===== config.mk =====
export PLATFORM = sky130hd
export DESIGN_NAME = mgr_array_stu_mux
export DESIGN_NICKNAME = d
export VERILOG_FILES = /design/src/rtl/mgr_array_stu_mux_pkg.sv /design/src/rtl/mgr_stu_chan_fifo.sv /design/src/rtl/mgr_array_stu_mux.sv
export SDC_FILE = /design/constraint.sdc
export NUM_CORES = 2
export LEC_CHECK = 0
export CORE_ASPECT_RATIO = 0.6
export CORE_MARGIN = 10
export CORE_UTILIZATION = 55
export CTS_BUF_LIST = sky130_fd_sc_hd__clkbuf_8
export CTS_CLUSTER_DIAMETER = 100
export DETAILED_ROUTE_END_ITERATION = 16
export DONT_BUFFER_PORTS = 1
export GPL_TIMING_DRIVEN = 0
export PLACE_DENSITY_LB_ADDON = 0.08
export SKIP_CTS_REPAIR_TIMING = 1
export SLEW_MARGIN = 20
export SYNTH_ARGS = -nofsm -noshare
export SYNTH_HDL_FRONTEND = slang
export SYNTH_HIERARCHICAL = 1
export SYNTH_SLANG_ARGS = --single-unit

===== constraint.sdc =====
create_clock -name clk -period 6.04 [get_ports clk]
set_input_delay 1.208 -clock clk [delete_from_list [all_inputs] [get_ports clk]]
set_output_delay 1.208 -clock clk [all_outputs]
set_load 0.02 [all_outputs]

===== src/rtl/mgr_array_stu_mux_pkg.sv =====
// Shared definitions for the manager-array upstream aggregator: cntl encodings,
// arbiter state encoding and the bit layout of a buffered upstream beat.
package mgr_array_stu_mux_pkg;

    localparam int CNTL_W = 2;

    localparam logic [CNTL_W-1:0] CNTL_MOM     = 2'b00;
    localparam logic [CNTL_W-1:0] CNTL_SOM     = 2'b01;
    localparam logic [CNTL_W-1:0] CNTL_EOM     = 2'b10;
    localparam logic [CNTL_W-1:0] CNTL_SOM_EOM = 2'b11;

    typedef enum logic {
        ST_IDLE = 1'b0,
        ST_XFER = 1'b1
    } arb_state_e;

    // Entry layout, MSB to LSB: {cntl, type, data, oob}.
    function automatic int entry_w(int type_w, int data_w, int oob_w);
        return CNTL_W + type_w + data_w + oob_w;
    endfunction

    function automatic int data_lsb(int oob_w);
        return oob_w;
    endfunction

    function automatic int type_lsb(int data_w, int oob_w);
        return data_w + oob_w;
    endfunction

    function automatic int cntl_lsb(int type_w, int data_w, int oob_w);
        return type_w + data_w + oob_w;
    endfunction

    function automatic logic is_som(logic [CNTL_W-1:0] c);
        return (c == CNTL_SOM) || (c == CNTL_SOM_EOM);
    endfunction

endpackage


===== src/rtl/mgr_stu_chan_fifo.sv =====
// Per-channel synchronous FIFO with occupancy count, empty/full flags and a
// combinational peek at the head entry.
module mgr_stu_chan_fifo #(
    parameter int WIDTH = 8,
    parameter int DEPTH = 4
) (
    input  logic                     clk,
    input  logic                     reset_poweron,
    input  logic                     push_i,
    input  logic [WIDTH-1:0]         wdata_i,
    input  logic                     pop_i,
    output logic [WIDTH-1:0]         head_o,
    output logic [$clog2(DEPTH):0]   count_o,
    output logic                     empty_o,
    output logic                     full_o
);

    localparam int PTR_W = $clog2(DEPTH);
    localparam int CNT_W = PTR_W + 1;
    localparam logic [CNT_W-1:0] DEPTH_CNT = CNT_W'(DEPTH);

    logic [WIDTH-1:0] mem_q [DEPTH];
    logic [PTR_W-1:0] wr_ptr_q;
    logic [PTR_W-1:0] rd_ptr_q;
    logic [CNT_W-1:0] count_q;
    logic             do_push;
    logic             do_pop;

    assign empty_o = (count_q == '0);
    assign full_o  = (count_q == DEPTH_CNT);
    assign count_o = count_q;
    assign head_o  = mem_q[rd_ptr_q];
    assign do_push = push_i && !full_o;
    assign do_pop  = pop_i && !empty_o;

    // NOTE: state registers use non-blocking assignment so every flop samples pre-edge values.
    always_ff @(posedge clk) begin
        if (reset_poweron) begin
            wr_ptr_q <= '0;
            rd_ptr_q <= '0;
            count_q  <= '0;
        end else begin
            if (do_push) wr_ptr_q <= wr_ptr_q + 1'b1;
            if (do_pop)  rd_ptr_q <= rd_ptr_q + 1'b1;
            unique case ({do_push, do_pop})
                2'b10:   count_q <= count_q + 1'b1;
                2'b01:   count_q <= count_q - 1'b1;
                default: count_q <= count_q;
            endcase
        end
    end

    // NOTE: storage is deliberately not reset; count gates every read, so stale entries are never seen.
    always_ff @(posedge clk) begin
        if (do_push) mem_q[wr_ptr_q] <= wdata_i;
    end

endmodule


===== src/rtl/mgr_array_stu_mux.sv =====
// N-to-1 upstream aggregator: per-manager FIFOs merged onto one system-stack bus
// by a packet-atomic round-robin arbiter that tags each beat with its source ID.
module mgr_array_stu_mux
    import mgr_array_stu_mux_pkg::*;
#(
    parameter int NUM_MGR    = 4,
    parameter int DATA_W     = 64,
    parameter int TYPE_W     = 2,
    parameter int OOB_W      = 32,
    parameter int FIFO_DEPTH = 4,
    parameter int ID_W       = $clog2(NUM_MGR)
) (
    input  logic                        clk,
    input  logic                        reset_poweron,
    input  logic [NUM_MGR-1:0]          mgr__mux__valid,
    input  logic [2*NUM_MGR-1:0]        mgr__mux__cntl,
    input  logic [TYPE_W*NUM_MGR-1:0]   mgr__mux__type,
    input  logic [DATA_W*NUM_MGR-1:0]   mgr__mux__data,
    input  logic [OOB_W*NUM_MGR-1:0]    mgr__mux__oob_data,
    output logic [NUM_MGR-1:0]          mux__mgr__ready,
    output logic                        mux__stu__valid,
    output logic [1:0]                  mux__stu__cntl,
    output logic [TYPE_W-1:0]           mux__stu__type,
    output logic [DATA_W-1:0]           mux__stu__data,
    output logic [OOB_W-1:0]            mux__stu__oob_data,
    output logic [ID_W-1:0]             mux__stu__mgrId,
    input  logic                        stu__mux__ready,
    output logic [NUM_MGR-1:0]          mux__sys__proto_err
);

    localparam int ENTRY_W  = entry_w(TYPE_W, DATA_W, OOB_W);
    localparam int DATA_LSB = data_lsb(OOB_W);
    localparam int TYPE_LSB = type_lsb(DATA_W, OOB_W);
    localparam int CNTL_LSB = cntl_lsb(TYPE_W, DATA_W, OOB_W);
    localparam int CNT_W    = $clog2(FIFO_DEPTH) + 1;
    localparam logic [CNT_W-1:0] DEPTH_CNT = CNT_W'(FIFO_DEPTH);

    logic [ENTRY_W-1:0] head      [NUM_MGR];
    logic [CNTL_W-1:0]  head_cntl [NUM_MGR];
    logic [CNT_W-1:0]   count     [NUM_MGR];
    logic [NUM_MGR-1:0] empty, full, push, pop;

    for (genvar g = 0; g < NUM_MGR; g++) begin : g_chan
        // Ready comes from registered occupancy only; a pop in the same cycle is not credited.
        assign mux__mgr__ready[g] = (count[g] < DEPTH_CNT);
        assign push[g]            = mgr__mux__valid[g] && !full[g];
        assign head_cntl[g]       = head[g][CNTL_LSB +: CNTL_W];

        mgr_stu_chan_fifo #(
            .WIDTH (ENTRY_W),
            .DEPTH (FIFO_DEPTH)
        ) u_fifo (
            .clk           (clk),
            .reset_poweron (reset_poweron),
            .push_i        (push[g]),
            .wdata_i       ({mgr__mux__cntl[2*g +: 2],
                             mgr__mux__type[TYPE_W*g +: TYPE_W],
                             mgr__mux__data[DATA_W*g +: DATA_W],
                             mgr__mux__oob_data[OOB_W*g +: OOB_W]}),
            .pop_i         (pop[g]),
            .head_o        (head[g]),
            .count_o       (count[g]),
            .empty_o       (empty[g]),
            .full_o        (full[g])
        );
    end

    arb_state_e         state_q, state_d;
    logic [ID_W-1:0]    grant_q, grant_d;
    logic [ID_W-1:0]    rr_q, rr_d;
    logic [NUM_MGR-1:0] err_q, err_d;
    logic               valid_q, valid_d;
    logic [CNTL_W-1:0]  cntl_q, cntl_d;
    logic [TYPE_W-1:0]  type_q, type_d;
    logic [DATA_W-1:0]  data_q, data_d;
    logic [OOB_W-1:0]   oob_q, oob_d;
    logic [ID_W-1:0]    id_q, id_d;

    logic               load_ok, ld_en, found;
    logic [ID_W-1:0]    ld_sel, pick, idx;
    logic [CNTL_W-1:0]  ld_cntl;

    function automatic logic [ID_W-1:0] wrap_id(int v);
        return ID_W'(v % NUM_MGR);
    endfunction

    function automatic logic [ID_W-1:0] next_id(logic [ID_W-1:0] id);
        return (id == ID_W'(NUM_MGR - 1)) ? '0 : id + 1'b1;
    endfunction

    assign load_ok = !valid_q || stu__mux__ready;

    // NOTE: every always_comb output is defaulted first, so no path can infer a latch.
    always_comb begin
        state_d = state_q;
        grant_d = grant_q;
        rr_d    = rr_q;
        err_d   = err_q;
        pop     = '0;
        ld_en   = 1'b0;
        ld_sel  = grant_q;
        ld_cntl = CNTL_MOM;
        found   = 1'b0;
        pick    = '0;
        idx     = '0;

        // A MOM/EOM at a head that cannot belong to the active packet is a stray: drop it.
        for (int i = 0; i < NUM_MGR; i++) begin
            if (!empty[i] && !is_som(head_cntl[i]) &&
                (state_q == ST_IDLE || ID_W'(i) != grant_q)) begin
                pop[i]   = 1'b1;
                err_d[i] = 1'b1;
            end
        end

        if (state_q == ST_IDLE && load_ok) begin
            for (int k = 0; k < NUM_MGR; k++) begin
                idx = wrap_id(int'(rr_q) + k);
                if (!found && !empty[idx] && is_som(head_cntl[idx])) begin
                    found = 1'b1;
                    pick  = idx;
                end
            end
            if (found) begin
                pop[pick] = 1'b1;
                ld_en     = 1'b1;
                ld_sel    = pick;
                ld_cntl   = head_cntl[pick];
                grant_d   = pick;
                if (head_cntl[pick] == CNTL_SOM_EOM) rr_d = next_id(pick);
                else                                 state_d = ST_XFER;
            end
        end else if (state_q == ST_XFER && load_ok && !empty[grant_q]) begin
            pop[grant_q] = 1'b1;
            ld_en        = 1'b1;
            ld_sel       = grant_q;
            ld_cntl      = head_cntl[grant_q];
            if (head_cntl[grant_q] == CNTL_EOM) begin
                state_d = ST_IDLE;
                rr_d    = next_id(grant_q);
            end else if (is_som(head_cntl[grant_q])) begin
                // A new start inside a packet closes the open one with a forced EOM.
                err_d[grant_q] = 1'b1;
                ld_cntl        = CNTL_EOM;
                state_d        = ST_IDLE;
                rr_d           = next_id(grant_q);
            end
        end

        valid_d = valid_q;
        cntl_d  = cntl_q;
        type_d  = type_q;
        data_d  = data_q;
        oob_d   = oob_q;
        id_d    = id_q;
        if (load_ok) begin
            valid_d = ld_en;
            if (ld_en) begin
                cntl_d = ld_cntl;
                type_d = head[ld_sel][TYPE_LSB +: TYPE_W];
                data_d = head[ld_sel][DATA_LSB +: DATA_W];
                oob_d  = head[ld_sel][0 +: OOB_W];
                id_d   = ld_sel;
            end
        end
    end

    always_ff @(posedge clk) begin
        if (reset_poweron) begin
            state_q <= ST_IDLE;
            grant_q <= '0;
            rr_q    <= '0;
            err_q   <= '0;
            valid_q <= 1'b0;
            cntl_q  <= '0;
            type_q  <= '0;
            data_q  <= '0;
            oob_q   <= '0;
            id_q    <= '0;
        end else begin
            state_q <= state_d;
            grant_q <= grant_d;
            rr_q    <= rr_d;
            err_q   <= err_d;
            valid_q <= valid_d;
            cntl_q  <= cntl_d;
            type_q  <= type_d;
            data_q  <= data_d;
            oob_q   <= oob_d;
            id_q    <= id_d;
        end
    end

    assign mux__stu__valid     = valid_q;
    assign mux__stu__cntl      = cntl_q;
    assign mux__stu__type      = type_q;
    assign mux__stu__data      = data_q;
    assign mux__stu__oob_data  = oob_q;
    assign mux__stu__mgrId     = id_q;
    assign mux__sys__proto_err = err_q;

endmodule


### Word level (Yosys, flattened, before mapping)

Memories as Yosys holds them, arrays and structs flattened. A register that Yosys moved wholly into a read port is not among the register bits.
Cells that the tools add are included.

* add/sub/neg operators: 21
* magnitude comparators: 19
* eq/ne operators: 40
* multiplexer cells: 107
* bitwise gates (word level): 11
* reduce and logical (&&, ||, !) cells: 81

Operators by type and width (count)
* 100-bit binary-select mux with 2-bit select: 1
* 98-bit two-way mux: 2
* 2-bit two-way mux: 40
* 1-bit two-way mux: 40
* 2-bit equality test (second input constant): 17
* 1-bit logical AND: 32
* 4-bit two-way mux: 7
* 2-bit by 1-bit equality test with 1-bit output (second input constant): 13
* 2-bit binary-select mux with 2-bit select: 6
* 3-bit one-hot mux with 2 select lines: 4
* 2-bit by 1-bit adder with 2-bit output (second input constant): 11
* 3-bit >= comparator (second input constant): 7
* 1-bit logical NOT: 21
* 2-bit NOT with 3-bit output: 7
* 2-bit by 3-bit less-than comparator with 1-bit output (second input constant): 6
* 1-bit logical OR: 14
* 3-bit by 1-bit adder with 3-bit output (second input constant): 4
* 3-bit equality test (second input constant): 4
* 3-bit logical NOT: 4
* 3-bit less-than comparator (second input constant): 4
* 4-bit OR: 3
* 2-bit nonzero test: 6
* 3-bit by 1-bit subtractor with 3-bit output (second input constant): 4
* 1-bit binary-select mux with 2-bit select: 5
* 11 further kinds: 17

* register bits after elaboration: 140
* bits in writable memories: 1600
* input port bits: 407
* output and inout bits: 111
* word-level logic and storage cells: 305
* memories: 4

Memories
* g_chan[0].u_fifo.mem_q: depth 4, width 100, read ports 1, clocked after Yosys merged registers in 1, wr ports 1, line mgr_stu_chan_fifo.sv:22 `logic [WIDTH-1:0] mem_q [DEPTH];`
* g_chan[1].u_fifo.mem_q: depth 4, width 100, read ports 1, clocked after Yosys merged registers in 1, wr ports 1, line mgr_stu_chan_fifo.sv:22
* g_chan[2].u_fifo.mem_q: depth 4, width 100, read ports 1, clocked after Yosys merged registers in 1, wr ports 1, line mgr_stu_chan_fifo.sv:22
* g_chan[3].u_fifo.mem_q: depth 4, width 100, read ports 1, clocked after Yosys merged registers in 1, wr ports 1, line mgr_stu_chan_fifo.sv:22

### Depth between registers and ports, before layout

* word-level depth: 34
* gate-level depth with buffers: 17
* depth with buffers taken out: 15

### By module

Netlist, hierarchy kept.

By module, submodules not included
* mgr_stu_chan_fifo: instances 4, cells each 576, area each 15004.4 um2
* mgr_array_stu_mux: instances 1, cells each 670, area each 6811.5 um2

### Least setup slack after synthesis

OpenSTA, ideal clock, no wires.

* path type: input-to-reg
* from: in mgr__mux__valid[0]
* to: mem g_chan[0].u_fifo/mem_q[0][0] (netlist name) (enable)
* setup time: 470 ps
* data arrival time: 3975 ps
* required time: 5570 ps
* slack: 1595 ps
* cell stages on the path: 4
* cell sequence: nor2b_1 > inv_1 > nor2_1 > and2_1

* longest elaborated chain between the ends: 4

RTL lines
* from (decl): line mgr_array_stu_mux.sv:15 `input logic [NUM_MGR-1:0] mgr__mux__valid,`
* 1-bit logical AND: line mgr_array_stu_mux.sv:46 `assign push[g] = mgr__mux__valid[g] && !full[g];`
* 1-bit logical AND: line mgr_stu_chan_fifo.sv:33 `assign do_push = push_i && !full_o;`
* 1-bit two-way mux: line mgr_stu_chan_fifo.sv:55 `if (do_push) mem_q[wr_ptr_q] <= wdata_i;`
* 1-bit two-way mux (not written as such): line mgr_stu_chan_fifo.sv:55
* to (decl): line mgr_stu_chan_fifo.sv:22

No other way between the ends.

==> results_dict.tcl <==
set metrics [dict create \
    status "finished clean" \
    fin_crit_ns 4.61 \
    ios 518 \
    finalSetupViolCount 0 \
    dp_cells 4610 \
    p_switching_mw 11.0 \
    clock-sinks 1748 \
    leakagePower_nw 24.8 \
    crit_path_start_kind "flop" \
    ys.flop_type "edfxtp_1" \
    cp-endpoint "g_chan[2].u_fifo/count_o[2]" \
    synth_edf_count 1600 \
    dr.first_iter.drc_count 3340 \
    grt-ovfl-total 0 \
    track_usage_pct 24.3 \
    firstDrtPassIters 5 \
    clock_latency_ns 0.93 \
    reg2regPathDepth 17 \
    vias 31400 \
    maxSlewHeadroom_pct 44.0 \
    drive_above_1_share_pct 26.9 \
    core.rowCount 98 \
    ys_types 54 \
    grt_setup_unrepaired "no" \
    seqPwrFrac_pct 45.9 \
    fin_skew_ns 0.0417 \
    critPathKind "flop to flop" \
    finalHoldViolCount 0 \
    hp-class "input port to flop" \
    async_flop_share_pct 0 \
    endpoint_kind "flop" \
    cts.root.buffer_cell "clkbuf_8" \
    antenna_found_initial 11 \
    cp_num_cells 17 \
    synth_nets 3413 \
    cp.required_ns 6.86 \
    r2r_slack_ns 1.43 \
    drc 0 \
    wl_um 168000 \
    vdd_drop_max_v 0.000275 \
    cts_made_buffers 239 \
    worstHoldStart "mgr__mux__data[70]" \
    core_sq_um 120000 \
    crit_top_cell "inv_1" \
    power.total_mw 34.5 \
    pwr-share-clk_pct 24.6 \
    finalNonFillerCells 5086 \
    clk_pin_slew_worst_paths_ns 0.07 \
    max_stage_delay_ns 0.55 \
    crit_path_cell_trace "buf_2, buf_2, mux4_2, nor2b_1, mux2i_1, o211a_1, inv_1, ha_1, a221o_1, o31ai_1, inv_1, ha_1, inv_1, fa_1, xor2_1, or3_1, a21oi_1" \
    p_int_mw 23.6 \
    comb_power_share_pct 29.6 \
    cts-htree-levels 4 \
    start_util_pct 55.7 \
    yosysSeqAreaShare_pct 76.3 \
    pre_cts_ws_ns 1.37 \
    synth_cells 2974 \
    grt_pass1_wl_um 238000 \
    area.growth.synth_to_final_pct 11.3 \
    arrival_ns 5.43 \
    vias_per_cell 6.18 \
    drv_cap 0 \
    cts_tree "done" \
    place.gp.congestion 0.820 \
    setup_slack_ns 1.43 \
    period_share_pct 76.4 \
    r2r_end "g_chan[2].u_fifo/count_o[2]" \
    grt_pass1_vias 32600 \
    final_max_slew_viol_count 0 \
    nNetsFinal 3690 \
    setup-tns-final_ns 0 \
    die_area_sq_um 136000 \
    crit_family "buffers and inverters" \
    grt_max_degree 43 \
    die_h_um 290 \
    postRouteAntennaNets 0 \
    path_max_fanout 10 \
    synth-seq-cells 1748 \
    dpl.hpwl_um 112000 \
    cp_slowest_cell "buf_2" \
    fmax_ghz 0.217 \
    fp.dieW_um 470 \
    io_buffers 0 \
    synth.avg_cell_area_sq_um 22.5 \
    power_density_nw_per_um2 464 \
    switching_share_pct 31.8 \
    clockBufferDepth 3 \
    critPathBufInv 5 \
    tightestPinTransition_ns 0.834 \
    wire_per_inst_um 33.1 \
    syn_area_sq_um 66800 \
    ys_warn_count 6 \
]
[registers in the layout, indices dropped and copies added, names as in the netlist, named ones only]
| name | flops |
|---|---|
| g_chan.u_fifo/count_o | 12 |
| mux__stu__type | 2 |
| rr_q | 2 |
| mux__stu__valid | 1 |
| mux__stu__mgrId | 2 |
| g_chan.u_fifo/wr_ptr_q | 8 |
| state_q | 1 |
| grant_q | 2 |
| mux__stu__oob_data | 32 |
| mux__sys__proto_err | 4 |
| g_chan.u_fifo/mem_q | 1600 |
| g_chan.u_fifo/rd_ptr_q | 8 |
| mux__stu__cntl | 2 |
| mux__stu__data | 64 |
[Yosys cell counts, drive strengths merged (2+ instances only)]
cell type,number,area share (%)
dfxtp,148,4.4
nor3b,7,0.13
a311oi,3,0.039
o31ai,4,0.045
ha,28,0.52
nor2,40,0.24
nor3,4,0.030
a21o,2,0.022
mux2i,199,3.0
o221ai,98,1.6
xor2,12,0.16
and2,18,0.17
mux4,404,14
o21ai,18,0.14
a21boi,3,0.034
or3,12,0.11
buf,126,2.0
clkbuf,22,0.14
a211oi,11,0.12
nand2,105,0.59
nor2b,8,0.075
o21a,2,0.022
inv,42,0.24
a221o,5,0.075
a21oi,24,0.19
fa,4,0.12
nand2b,13,0.13
nand3,3,0.022
edfxtp,1600,72
[area by class of cell]
type	count	area, sq um
Clock buffer	260	3580
Multi-Input combinational cell	1036	14300
Buffer	148	1440
Antenna cell	23	57.6
Sequential cell	1748	51000
Timing Repair Buffer	36	931
Inverter	42	158
Clock inverter	193	942
Fill cell	8116	45500
Tap cell	1600	2000
[through the flow]
step	hold slack (ns)	util, %	cell area (sq um)
final	0.370	62.0	74400
after global routing	0.285	62.0	74400
after CTS	0.248	62.0	74300
after detailed placement	0.500	58.2	69800
after global placement	0.468	57.4	68800
after floorplan	0.459	-	66800
[cells in the final DEF (no fill, tap or decap), types with 14 or more instances in the layout]
master and count:
a21oi_1 22, and2_4 16, buf_12 48, buf_16 28, buf_2 54, buf_4 14, clkbuf_1 19, clkbuf_8 260
clkinv_1 47, clkinv_2 25, dfxtp_1 148, diode_2 23, edfxtp_1 1600, ha_1 28, inv_1 143, mux2i_1 199
mux4_2 403, nand2_1 104, nor2_1 37, o21ai_0 17, o221ai_1 68, o221ai_2 30
[layer usage]
layer / wire (um) / track usage (%) / share of wire, % / up-vias
met4: 4370 / 7.62 / 2.6 / 0
met3: 15200 / 7.41 / 9.0 / 249
met1: 65100 / 31.3 / 39 / 16700
li1: - / - / - / 13100
met5: 0 / 0 / 0 / -
met2: 83600 / 40.0 / 50 / 1319
[worst reg2reg max path, stage by stage (launching register included)]
cell     delay (ns)
dfxtp_1        0.30
buf_2          0.55
buf_2          0.48
mux4_2         0.48
nor2b_1        0.21
mux2i_1        0.18
o211a_1        0.32
inv_1          0.16
ha_1           0.23
a221o_1        0.35
o31ai_1        0.13
inv_1          0.09
ha_1           0.22
inv_1          0.08
fa_1           0.18
xor2_1         0.07
or3_1          0.32
a21oi_1        0.18
[worst min-delay path by stage]
stage | end | slack (ns) | cells past startpoint
2_1_floorplan | flop | 0.46 | 2
3_3_place_gp | flop | 0.47 | 2
3_5_place_dp | flop | 0.50 | 2
4_1_cts | g_chan[0].u_fifo/mem_q[3][35] | 0.25 | 0
5_1_grt | g_chan[2].u_fifo/mem_q[0][5] | 0.28 | 0
6_report | g_chan[1].u_fifo/mem_q[1][38] | 0.37 | 0
[power by group through the flow]
stage	registers, mW	clock network, mW	logic [mW]
6_report	15.8	8.48	10.2
5_1_grt	16.0	9.25	10.9
4_1_cts	15.9	8.68	10.4
3_5_place_dp	16.1	0	10.3
3_3_place_gp	16.3	0	9.87
2_1_floorplan	16.0	0	7.12
[cell families (layout without fill, tap and decap cells)]
logic type | after synthesis | count (layout) | share of synthesized area [%]
flip-flops | 1748 | 1748 | 76.3
multiplexers | 603 | 603 | 16.6
AND/OR/NAND/NOR | 213 | 213 | 1.55
buffers and inverters | 190 | 679 | 2.38
AO/OA/AOI/OAI | 176 | 176 | 2.34
adder cells (fa/ha/maj) | 32 | 32 | 0.644
XOR/XNOR | 12 | 12 | 0.157
other | 0 | 23 | 0
(Power assumes the default switching activity.)
